**config.mk**
```make
export PLATFORM = sky130hd
export DESIGN_NAME = serial_link_floo_chan_sched
export DESIGN_NICKNAME = d
export VERILOG_FILES = /design/src/rtl/noc_bridge_pkg.sv /design/src/rtl/serial_link_credit_cnt.sv /design/src/rtl/serial_link_floo_chan_sched.sv
export SDC_FILE = /design/constraint.sdc
export NUM_CORES = 1
export LEC_CHECK = 0
export CORE_MARGIN = 3
export CORE_UTILIZATION = 30
export DETAILED_ROUTE_END_ITERATION = 6
export PLACE_DENSITY = 0.87
export SLEW_MARGIN = 40
export SYNTH_ARGS = -nofsm -noshare
export SYNTH_HDL_FRONTEND = slang
export SYNTH_SLANG_ARGS = --single-unit
```
**constraint.sdc**
```tcl
create_clock -name clk_i -period 3.53 [get_ports clk_i]
set_input_delay 0.706 -clock clk_i [delete_from_list [all_inputs] [get_ports clk_i]]
set_output_delay 0.706 -clock clk_i [all_outputs]
set_load 0.05 [all_outputs]
```
**src/rtl/noc_bridge_pkg.sv**
```systemverilog
// Shared types for the serial-link NoC bridge: scheduler FSM encoding.
package noc_bridge_pkg;

    typedef enum logic {
        IDLE   = 1'b0,
        LOCKED = 1'b1
    } sched_state_e;

endpackage

```
**src/rtl/serial_link_credit_cnt.sv**
```systemverilog
// Per-channel credit counter: tracks free receiver slots for one channel.
module serial_link_credit_cnt #(
    parameter int unsigned NumCredits = 8,
    parameter int unsigned CntWidth   = $clog2(NumCredits + 1)
) (
    input  logic                clk_i,
    input  logic                rst_ni,
    input  logic                inc_i,
    input  logic                dec_i,
    output logic [CntWidth-1:0] count_o,
    output logic                nonzero_o,
    output logic                overflow_o
);

    localparam logic [CntWidth-1:0] MaxCnt = CntWidth'(NumCredits);

    logic [CntWidth-1:0] count_q;

    // A return that would exceed the buffer depth is dropped and reported.
    assign overflow_o = inc_i & ~dec_i & (count_q == MaxCnt);
    assign nonzero_o  = (count_q != '0);
    assign count_o    = count_q;

    always_ff @(posedge clk_i or negedge rst_ni) begin
        if (!rst_ni) begin
            count_q <= MaxCnt;
        end else if (inc_i && !dec_i && count_q != MaxCnt) begin
            count_q <= count_q + 1'b1;
        end else if (dec_i && !inc_i) begin
            count_q <= count_q - 1'b1;
        end
    end

endmodule

```
**src/rtl/serial_link_floo_chan_sched.sv**
```systemverilog
// Credit-aware round-robin scheduler with bounded bursts that multiplexes
// NoC flit channels onto one outbound AXIS stream, holding grants until accepted.
module serial_link_floo_chan_sched
    import noc_bridge_pkg::*;
#(
    parameter int unsigned NumChan    = 2,
    parameter int unsigned DataWidth  = 64,
    parameter int unsigned NumCredits = 8,
    parameter int unsigned MaxBurst   = 4,
    localparam int unsigned IdxWidth  = (NumChan > 1) ? $clog2(NumChan) : 1,
    localparam int unsigned CntWidth  = $clog2(NumCredits + 1)
) (
    input  logic                          clk_i,
    input  logic                          rst_ni,
    input  logic                          enable_i,
    input  logic [NumChan-1:0]            chan_valid_i,
    output logic [NumChan-1:0]            chan_ready_o,
    input  logic [NumChan*DataWidth-1:0]  chan_data_i,
    output logic                          out_valid_o,
    input  logic                          out_ready_i,
    output logic [DataWidth-1:0]          out_data_o,
    output logic [IdxWidth-1:0]           out_idx_o,
    input  logic                          credit_ret_valid_i,
    input  logic [IdxWidth-1:0]           credit_ret_idx_i,
    output logic [NumChan*CntWidth-1:0]   credits_o,
    output logic                          credit_err_o,
    output logic                          state_o
);

    localparam int unsigned BurstWidth = $clog2(MaxBurst + 1);
    localparam logic [BurstWidth-1:0] BurstMax = BurstWidth'(MaxBurst);
    localparam logic [IdxWidth-1:0]   LastInit = IdxWidth'(NumChan - 1);

    sched_state_e state_q, state_d;
    logic [IdxWidth-1:0]   sel_q, sel_d;
    logic [IdxWidth-1:0]   last_q;
    logic [BurstWidth-1:0] burst_q;
    logic                  err_q;

    logic [NumChan-1:0] nonzero, ovf, inc, dec, elig;
    logic               pick_valid;
    logic [IdxWidth-1:0] pick_idx, cand;
    logic               grant_valid;
    logic [IdxWidth-1:0] grant_idx;
    logic               handshake;
    logic               ret_bad;

    assign elig = chan_valid_i & nonzero;

    // burst_q==0 only right after reset: no burst is running yet, so the
    // search starts at channel 0 instead of re-granting the reset "last".
    always_comb begin
        pick_valid = 1'b0;
        pick_idx   = '0;
        cand       = '0;
        if (burst_q != '0 && burst_q < BurstMax && elig[last_q]) begin
            pick_valid = 1'b1;
            pick_idx   = last_q;
        end else begin
            for (int i = 1; i <= int'(NumChan); i++) begin
                cand = IdxWidth'((int'(last_q) + i) % int'(NumChan));
                if (!pick_valid && elig[cand]) begin
                    pick_valid = 1'b1;
                    pick_idx   = cand;
                end
            end
        end
    end

    always_comb begin
        state_d     = state_q;
        sel_d       = sel_q;
        grant_valid = 1'b0;
        grant_idx   = sel_q;
        case (state_q)
            IDLE: begin
                if (enable_i && pick_valid) begin
                    grant_valid = 1'b1;
                    grant_idx   = pick_idx;
                    if (!out_ready_i) begin
                        state_d = LOCKED;
                        sel_d   = pick_idx;
                    end
                end
            end
            LOCKED: begin
                grant_valid = 1'b1;
                if (out_ready_i) state_d = IDLE;
            end
            default: state_d = IDLE;
        endcase
    end

    // Gating with rst_ni drops the grant the instant reset asserts.
    assign out_valid_o = grant_valid & rst_ni;
    assign out_idx_o   = out_valid_o ? grant_idx : '0;
    assign out_data_o  = out_valid_o ? chan_data_i[grant_idx*DataWidth +: DataWidth] : '0;
    assign handshake   = out_valid_o & out_ready_i;
    assign ret_bad     = credit_ret_valid_i & (32'(credit_ret_idx_i) >= NumChan);
    assign state_o     = state_q;

    always_comb begin
        chan_ready_o = '0;
        inc          = '0;
        for (int c = 0; c < int'(NumChan); c++) begin
            chan_ready_o[c] = handshake && (grant_idx == IdxWidth'(c));
            inc[c]          = credit_ret_valid_i && (credit_ret_idx_i == IdxWidth'(c));
        end
    end

    assign dec = chan_ready_o;

    for (genvar c = 0; c < NumChan; c++) begin : g_cnt
        serial_link_credit_cnt #(
            .NumCredits(NumCredits),
            .CntWidth  (CntWidth)
        ) u_cnt (
            .clk_i     (clk_i),
            .rst_ni    (rst_ni),
            .inc_i     (inc[c]),
            .dec_i     (dec[c]),
            .count_o   (credits_o[c*CntWidth +: CntWidth]),
            .nonzero_o (nonzero[c]),
            .overflow_o(ovf[c])
        );
    end

    always_ff @(posedge clk_i or negedge rst_ni) begin
        if (!rst_ni) begin
            state_q <= IDLE;
            sel_q   <= '0;
            last_q  <= LastInit;
            burst_q <= '0;
            err_q   <= 1'b0;
        end else begin
            state_q <= state_d;
            sel_q   <= sel_d;
            err_q   <= err_q | (|ovf) | ret_bad;
            if (handshake) begin
                last_q <= grant_idx;
                if (grant_idx != last_q) begin
                    burst_q <= BurstWidth'(1);
                end else if (burst_q != BurstMax) begin
                    burst_q <= burst_q + 1'b1;
                end
            end
        end
    end

    assign credit_err_o = err_q;

    // Valid/ready: once offered, a flit and its index stay put until accepted.
    a_hold_stable : assert property (@(posedge clk_i) disable iff (!rst_ni)
        out_valid_o && !out_ready_i |=> $stable(out_data_o) && $stable(out_idx_o) && out_valid_o);

endmodule

```
# ---- Word-level counts from Yosys, hierarchy flattened
# Cells that the tools add are included.
dict set report totals {
  reg_bits 15
  output_inout_bits 78
  elab_cells 95
}
dict set report classes {
  addsub 7
  magnitude_cmp 4
  n_eq_ne 6
  n_shift 1
  mux 28
  bitwise 14
  n_reduce_logical 28
}
# op count
set op_table {}
lappend op_table {{indexed part select 128 x 8 -> 64 bit} 1}
lappend op_table {{two-way mux 64 bit} 1}
lappend op_table {{two-way mux 1 bit} 19}
lappend op_table {{two-way mux 4 bit} 4}
lappend op_table {{logical AND 1 bit} 14}
lappend op_table {{adder 4 x 1 -> 4 bit (second input constant)} 2}
lappend op_table {{equality test 4 bit (second input constant)} 2}
lappend op_table {{inequality test 4 bit (second input constant)} 2}
lappend op_table {{nonzero test 4 bit} 2}
lappend op_table {{subtractor 4 x 1 -> 4 bit (second input constant)} 2}
lappend op_table {{bitwise AND 1 bit} 6}
lappend op_table {{less-than comparator 1 x 2 -> 1 bit (second input constant)} 3}
lappend op_table {{two-way mux 3 bit} 2}
lappend op_table {{inverter 1 bit} 6}
lappend op_table {{nonzero test 2 bit} 3}
lappend op_table {{zero test 1 bit} 5}
lappend op_table {{one-hot mux 1 bit (2 select lines)} 2}
lappend op_table {{adder 3 x 1 -> 3 bit (second input constant)} 1}
lappend op_table {{less-than comparator 3 bit (second input constant)} 1}
lappend op_table {{inequality test 3 bit (second input constant)} 1}
lappend op_table {{AND reduction 3 bit} 1}
lappend op_table {{nonzero test 3 bit} 1}
lappend op_table {{adder 1 bit (second input constant)} 2}
lappend op_table {{bitwise AND 2 bit} 1}
lappend op_table {{4 further kinds} 4}

# ---- Depth between registers and ports, before layout
# Gate-level depths: netlist of the first run.
dict set report logic_depth {
  word_depth 21
  depth_mapped 13
}

# ---- Modules after synthesis
# From an unflattened synthesis of the first run, not the netlist that was laid out.
dict set report hier_totals {
  hier_cells 325
  hier_area_um2 2237.1
}
# module instances cells_per_inst area_per_inst_um2 seq_area_each_um2
set by_module_without_submodules {}
lappend by_module_without_submodules {serial_link_floo_chan_sched 1 283 1649.1 176.4}
lappend by_module_without_submodules {serial_link_credit_cnt 2 21 294.0 101.3}

# ---- Least setup slack after synthesis of the first run
# No wires, ideal clock.
dict set report synth_path {
  path_kind {register -> output}
  from {register g_cnt[1].u_cnt.count_q[1]}
  to {output port out_data_o[14]}
  t_arrival_ns 3.007
  required_ns 2.824
  slack_ns -0.183
  stages_incl_launch_ff 9
  n_path_buf 3
  path_cell_list {dfrtp_1 o41a_1 a311oi_2 or2_1 buf_2 buf_4 buf_2 nand2_1 a21oi_1}
}
dict set report synth_between {
  elab_chain_len 15
  elab_cells_between_ends 26
  classes_between {shift: 1; mux: 18; bitwise: 2; reduce/logical: 5}
}
# item line_no
set synth_lines {}
lappend synth_lines {{from (decl)} serial_link_credit_cnt.sv:17} ;# logic [CntWidth-1:0] count_q;
lappend synth_lines {{from (signal assigned)} serial_link_credit_cnt.sv:26} ;# count_q <= MaxCnt;
lappend synth_lines {{from (signal assigned)} serial_link_credit_cnt.sv:28} ;# count_q <= count_q + 1'b1;
lappend synth_lines {{from (signal assigned)} serial_link_credit_cnt.sv:30} ;# count_q <= count_q - 1'b1;
lappend synth_lines {{nonzero test 4 bit *} serial_link_credit_cnt.sv:21} ;# assign nonzero_o = (count_q != '0);
lappend synth_lines {{bitwise AND 2 bit *} serial_link_floo_chan_sched.sv:48} ;# assign elig = chan_valid_i & nonzero;
lappend synth_lines {{two-way mux 1 bit (implied by the code) (2 in a row)} serial_link_floo_chan_sched.sv:62} ;# if (!pick_valid && elig[cand]) begin
lappend synth_lines {{two-way mux 1 bit} serial_link_floo_chan_sched.sv:62}
lappend synth_lines {{two-way mux 1 bit} serial_link_floo_chan_sched.sv:56} ;# if (burst_q != '0 && burst_q < BurstMax && elig[last_q]) begin
lappend synth_lines {{zero test 1 bit} serial_link_floo_chan_sched.sv:62}
lappend synth_lines {{logical AND 1 bit} serial_link_floo_chan_sched.sv:62}
lappend synth_lines {{two-way mux 1 bit} serial_link_floo_chan_sched.sv:62}
lappend synth_lines {{two-way mux 1 bit} serial_link_floo_chan_sched.sv:56}
lappend synth_lines {{logical AND 1 bit} serial_link_floo_chan_sched.sv:77} ;# if (enable_i && pick_valid) begin
lappend synth_lines {{two-way mux 1 bit} serial_link_floo_chan_sched.sv:77}
lappend synth_lines {{two-way mux 1 bit / one-hot mux 1 bit (2 select lines) (equally long branches)} serial_link_floo_chan_sched.sv:75} ;# case (state_q)
lappend synth_lines {{indexed part select 128 x 8 -> 64 bit / bitwise AND 1 bit (equally long branches)} {serial_link_floo_chan_sched.sv:97, serial_link_floo_chan_sched.sv:95}}
lappend synth_lines {{two-way mux 64 bit *} serial_link_floo_chan_sched.sv:97} ;# assign out_data_o = out_valid_o ? chan_data_i[grant_idx*DataWidth +: DataWidth] : '0;
lappend synth_lines {{to (decl)} serial_link_floo_chan_sched.sv:21} ;# output logic [DataWidth-1:0] out_data_o,
# Every way passes the cells marked *; elsewhere a longest branch is shown, timed or not. The select of a mux whose other input is x is not followed.

# ---- Worst setup path after layout of the first run
dict set report layout_path {
  from {input port rst_ni}
  to {output port out_data_o[2]}
}
dict set report layout_between {
  elab_chain_len 2
}
# item line_no
set layout_lines {}
lappend layout_lines {{from (decl)} serial_link_floo_chan_sched.sv:14} ;# input logic rst_ni,
lappend layout_lines {{bitwise AND 1 bit} serial_link_floo_chan_sched.sv:95} ;# assign out_valid_o = grant_valid & rst_ni;
lappend layout_lines {{two-way mux 64 bit} serial_link_floo_chan_sched.sv:97}
# No other way between the ends.

==> run metrics, run 1 <==
Syn Area/Cell=6.137 µm²; GPL Wtd Cong=between 0.8 and 0.9; pin count of the biggest net entering global routing=68; DR WL/cell=approximately 16 µm; required time worst endpoint=2.82 ns; GR Overflow Total=0; TritonCTS clock tree=built; post-CTS setup repair buffer count=0; iteration-0 DRC count of the detailed router=96; Longest Clk Path Bufs=2; clk root buf=clkbuf_8; Worst-path clk slew=around 0.06 ns; Ports=214; largest cells by area after synthesis=nand2_1 (24%), a21oi_1 (18%), dfrtp_1 (15%); Synth cell types=48; post-synth net total=between 400 and 500; synthesis-stage register bit count=15; most frequent cell on the critical path=buf_4; Placeable Area=around 6500 µm²; MaxCap Viol Count=0; Worst-Skew Late Latency=0.25 ns; Net Sw Frac=0.5809; Crit Path Class=in -> out; Worst setup SP type=primary input; Final Cycle Share=0.9453; count leader, synth=nand2_1; CP Cell Sequence=clkdlybuf4s50_1, and2_1, a221oi_4, buf_4, buf_12, a21oi_1, buf_4; Crit. End Element=primary output; vias per inst=5.014; Slew headroom=0.5175; clock power share=0.044; Seq/Total Area, Yosys=0.1833; CP top delay family=buffers and inverters; total CTS buffers=3; number of port buffers=213; Cell Int Power=between 1 and 1.5 mW; final hold violation count=0; Max stage delay on crit path=roughly 0.55 ns; CTS Hold Bufs=0; Max Fclk=about 0.3 GHz; post-layout minimum cycle time=between 3 and 4 ns; chip width=roughly 89 µm; Routed Antenna Nets=0; leakage power=1.973 nW; most common flop cell mapped by yosys=dfrtp_1; dpl cells=between 600 and 700; status=completed; DP HPWL=8201 µm; final setup vio count=0; combinational share of power=0.830; Antenna diodes=0; Slew Viols, Final=0; skew final=around 0.0026 ns; Seq pwr share=0.125; Critical Path AT=2.63 ns; CP max FO=between 40 and 50; Yosys warning count=0; clock sinks=15; starting density of the core=0.3167; Worst Hold Class=reg -> reg; Power Density=679.5 nW/µm²; TNS Setup=0 ns; Layout Nets=~690; number of global-route vias before repair=between 3000 and 4000; RSZ-0062 raised after global routing=no; Synth top cells by count=nand2_1 (133), a21oi_1 (74), clkbuf_1 (12), dfrtp_1 (12), inv_1 (9); Yosys top cell area share=0.2414; die area=between 7000 and 8000 µm²; gr usage total=0.2240; number of flops mapped to enable cells by yosys=0; CTS H-Tree Depth=1; final std cells w/o fill=around 620; measured slew at the worst slew-check pin=~0.71 ns; area grow syn2layout=124.1%; first-pass GRT wire length=roughly 14000 µm; Synth Instances=about 340; PnR worst setup slack=approximately 0.19 ns; die height=89.03 µm; sw power=between 1.5 and 2 mW; # DRC=0; Peak VDD IR=~0.00033 V; ys async rst share=1.000; routed wire length=about 10000 µm; antenna violations before repair=0; Cell Area, Synth=slightly above 2000 µm²; Design Power=3.150 mW; crit path max-delay cell type=clkdlybuf4s50_1; Via Count=3114; DP Worst Slack=between 0.06 and 0.07 ns; Resized cells post-CTS=0; # fillers=534; WP buf/inv=4; biggest area consumer among synthesized cells=nand2_1; Initial DRT Pass Iterations=4; # rows=29; share of cells above drive strength 1=0.2923
[stage by stage]
step                      instance area [µm²]    util  hold slack [ns]
after global routing                     4636  0.7098           0.5744
after CTS                                4636  0.7098           0.5538
after floorplan                          2293       -           0.4104
final                                    4636  0.7098           0.5551
after global placement                   4591  0.7029           0.4966
after detailed placement                 4591  0.7029           0.5060
[state kept, by name, indices dropped and copies added, names as in the netlist]
signal	cells
credit_err_o	1
state_o	1
last_q	1
g_cnt.u_cnt.count_o	8
burst_q	3
sel_q	1
[layout by cell type, fill, tap and decap left out, drive strengths merged, types with 2 or more instances in the layout]
| cell type | count |
|---|---|
| nand3 | 2 |
| clkbuf | 4 |
| ha | 6 |
| and3 | 4 |
| dfstp | 3 |
| nand2b | 3 |
| a21oi | 74 |
| o211ai | 2 |
| mux2 | 3 |
| a21o | 4 |
| mux2i | 3 |
| and2 | 3 |
| o41a | 2 |
| nand2 | 133 |
| nor4 | 2 |
| or3 | 2 |
| xor2 | 2 |
| o21ai | 8 |
| nor3 | 4 |
| clkdlybuf4s50 | 145 |
| nand4b | 2 |
| dfrtp | 12 |
| xnor2 | 3 |
| buf | 82 |
| nor2 | 8 |
| inv | 10 |
| fa | 2 |
[cells by family after synthesis]
group,Yosys count,synth area share
XOR/XNOR,5,0.02118
buffers and inverters,34,0.07198
AO/OA/AOI/OAI,102,0.2934
adder cells (fa/ha/maj),8,0.05566
AND/OR/NAND/NOR,167,0.3436
multiplexers,6,0.03085
flip-flops,15,0.1833
[final cells by class]
class | instances | area [µm²] | area share
Inverter | 10 | 37.54 | 0.008097
Tap cell | 77 | 96.34 | 0.02078
Multi-Input combinational cell | 288 | 1773 | 0.3825
Sequential cell | 15 | 379.1 | 0.08178
Clock buffer | 4 | 45.04 | 0.009717
Timing Repair Buffer | 227 | 2305 | 0.4972
[per-layer routing]
metal | track usage | routed length (µm) | up-vias
li1 | - | - | 1554
met1 | 0.2369 | 3445 | 1434
met2 | 0.4474 | 5649 | 110
met3 | 0.04240 | 562 | 16
met4 | 0.05819 | 181 | 0
met5 | 0 | 0 | -
[power groups by stage]
stage	sequential, mW	clock, mW	combinational [mW]
after CTS	0.394	0.139	2.63
after floorplan	0.539	0	1.56
after global placement	0.386	0	2.56
after global routing	0.411	0.150	2.77
after detailed placement	0.395	0	2.62
final	0.395	0.139	2.62
[worst min-delay path, delay by kind of cell (launching register included)]
family,cells,cell delay [ns]
AND/OR/NAND/NOR,2,0.16
flip-flops,1,0.40
[path summary, 6_finish.rpt]
kind | startpoint | endpoint | slack [ns] | cells after the start
min reg2reg | last_q | last_q | 0.56 | 2
max in group asynchronous | rst_ni | last_q | 2.33 | 2
min in group asynchronous | rst_ni | g_cnt[1].u_cnt.count_o[2] | 0.70 | 1
max | rst_ni | out_data_o[2] | 0.19 | 7
min | last_q | last_q | 0.56 | 2
max reg2reg | g_cnt[0].u_cnt.count_o[2] | g_cnt[1].u_cnt.count_o[3] | 0.32 | 10
Power figures use the tool's default switching activity.
==> inputs of run 2 (changes only) <==
--- a/config.mk
+++ b/config.mk
@@ -9,6 +9,7 @@
 export CORE_UTILIZATION = 30
 export DETAILED_ROUTE_END_ITERATION = 6
 export PLACE_DENSITY = 0.87
+export SKIP_CTS_REPAIR_TIMING = 1
 export SLEW_MARGIN = 40
 export SYNTH_ARGS = -nofsm -noshare
 export SYNTH_HDL_FRONTEND = slang
==> results of run 2 <==
No change in the layout: final DEF, timing and power equal those of run 1.
==> inputs of run 3 (changes only) <==
--- a/config.mk
+++ b/config.mk
@@ -5,6 +5,7 @@
 export SDC_FILE = /design/constraint.sdc
 export NUM_CORES = 1
 export LEC_CHECK = 0
+export CAP_MARGIN = 20
 export CORE_MARGIN = 3
 export CORE_UTILIZATION = 30
 export DETAILED_ROUTE_END_ITERATION = 6
==> results of run 3 <==
No change in the layout: final DEF, timing and power equal those of run 1.
==> patch: new RTL, flow settings as in run 3 <==
`NumCredits` is set to 8 in 2 places; all go to 4.
--- a/src/rtl/serial_link_credit_cnt.sv
+++ b/src/rtl/serial_link_credit_cnt.sv
@@ -1,6 +1,6 @@
 // Per-channel credit counter: tracks free receiver slots for one channel.
 module serial_link_credit_cnt #(
-    parameter int unsigned NumCredits = 8,
+    parameter int unsigned NumCredits = 4,
     parameter int unsigned CntWidth   = $clog2(NumCredits + 1)
 ) (
     input  logic                clk_i,
--- a/src/rtl/serial_link_floo_chan_sched.sv
+++ b/src/rtl/serial_link_floo_chan_sched.sv
@@ -5,7 +5,7 @@
 #(
     parameter int unsigned NumChan    = 2,
     parameter int unsigned DataWidth  = 64,
-    parameter int unsigned NumCredits = 8,
+    parameter int unsigned NumCredits = 4,
     parameter int unsigned MaxBurst   = 4,
     localparam int unsigned IdxWidth  = (NumChan > 1) ? $clog2(NumChan) : 1,
     localparam int unsigned CntWidth  = $clog2(NumCredits + 1)
Interface: changed (resized credits_o); port bits go from 214 to 212. The function was not compared with the original's and may differ.
==> patch against run 3 <==
Fmax is 2.0% lower; critical path depth up 2; sequential cell count decreased by 2; power grew 6.5%; final cell count down 1.6%; area after synthesis shrank 2.6%; first-iteration DRC count increased by 5.2%; synthesized cell count shrank 1.2%; combinational power is 9.5% higher; final area fell by 0.76%; setup slack worse by 0.069 ns; wire length increased by 5.8%; register-to-register slack improved by 0.40 ns.
==> patch: results (changes against run 3) <==
clk_share_pct: 0.9791  # +0.0074 points
synthXorXnorAreaFrac_pct: 0.8696  # -1.2 points
final_cells: 611  # -1.6%
wl_met2_mm: 5.235  # -7.3%
combPwrFrac_pct: 85.6  # +2.6 points
grt_pass1_wl_mm: 14.99  # +5.8%
worst_pin_slew_ns: 0.5244  # -0.1900 ns
cp_slowest_cell: "a311o_2"
fin_nets: 675  # -2.0%
first_pass_iters: 5  # +1
finClkSkew_ns: 0.003087  # +0.0005129 ns
ys_seq_area_share_pct: 16.34  # -2.0 points
track_usage_pct: 24.49  # +2.1 points
seq_power_share_pct: 10.3  # -2.2 points
synthAdderAreaFrac_pct: 3.230  # -2.3 points
status: "complete, no violations"
cpLargestDelayFamily: "compound AO/OA/AOI/OAI gates"
place_hpwl_mm: 8.328  # +1.5%
post-place-ws_ns: 0.07003  # +0.005920 ns
path_max_fanout: 45  # +7.1%
synth_nets: 473  # -1.7%
synth_area_per_cell_um2: 6.049  # -1.4%
seq-cell-share_pct: 7.153  # -1.0 points
wl_met1_mm: 4.147  # +20%
n_all_inverters: 11  # +1
place_inst: 606  # -1.8%
==> patch: path summary, 6_finish.rpt <==
check / start / endpoint / slack [ns] / cells past startpoint
max in group asynchronous: rst_ni / g_cnt[1].u_cnt.count_o[2] / 2.36 / 2
worst max-delay path: burst_q[0] / out_data_o[63] / 0.12 / 9
worst min-delay path: last_q / last_q / 0.52 / 2
worst max register to register: burst_q[0] / g_cnt[1].u_cnt.count_o[1] / 0.72 / 10
min in group asynchronous: rst_ni / g_cnt[0].u_cnt.count_o[0] / 0.93 / 2
worst min register to register: last_q / last_q / 0.52 / 2
==> patch: worst reg2reg max path: stages (launching register included) <==
cell and delay (ns):
dfrtp_1 0.38, inv_1 0.08, ha_1 0.25, or3_4 0.41, a311o_2 0.44, nand4_4 0.18, nand3_1 0.11, fa_1 0.52
nand2_1 0.06, mux2_2 0.25, o21ai_0 0.07
==> patch: routing by layer <==
metal,up-vias,global-route usage (%)
met5,-,0
met4,0,4.184
met3,13,5.644
met2,129,41.51
met1,1410,32.13
li1,1523,-
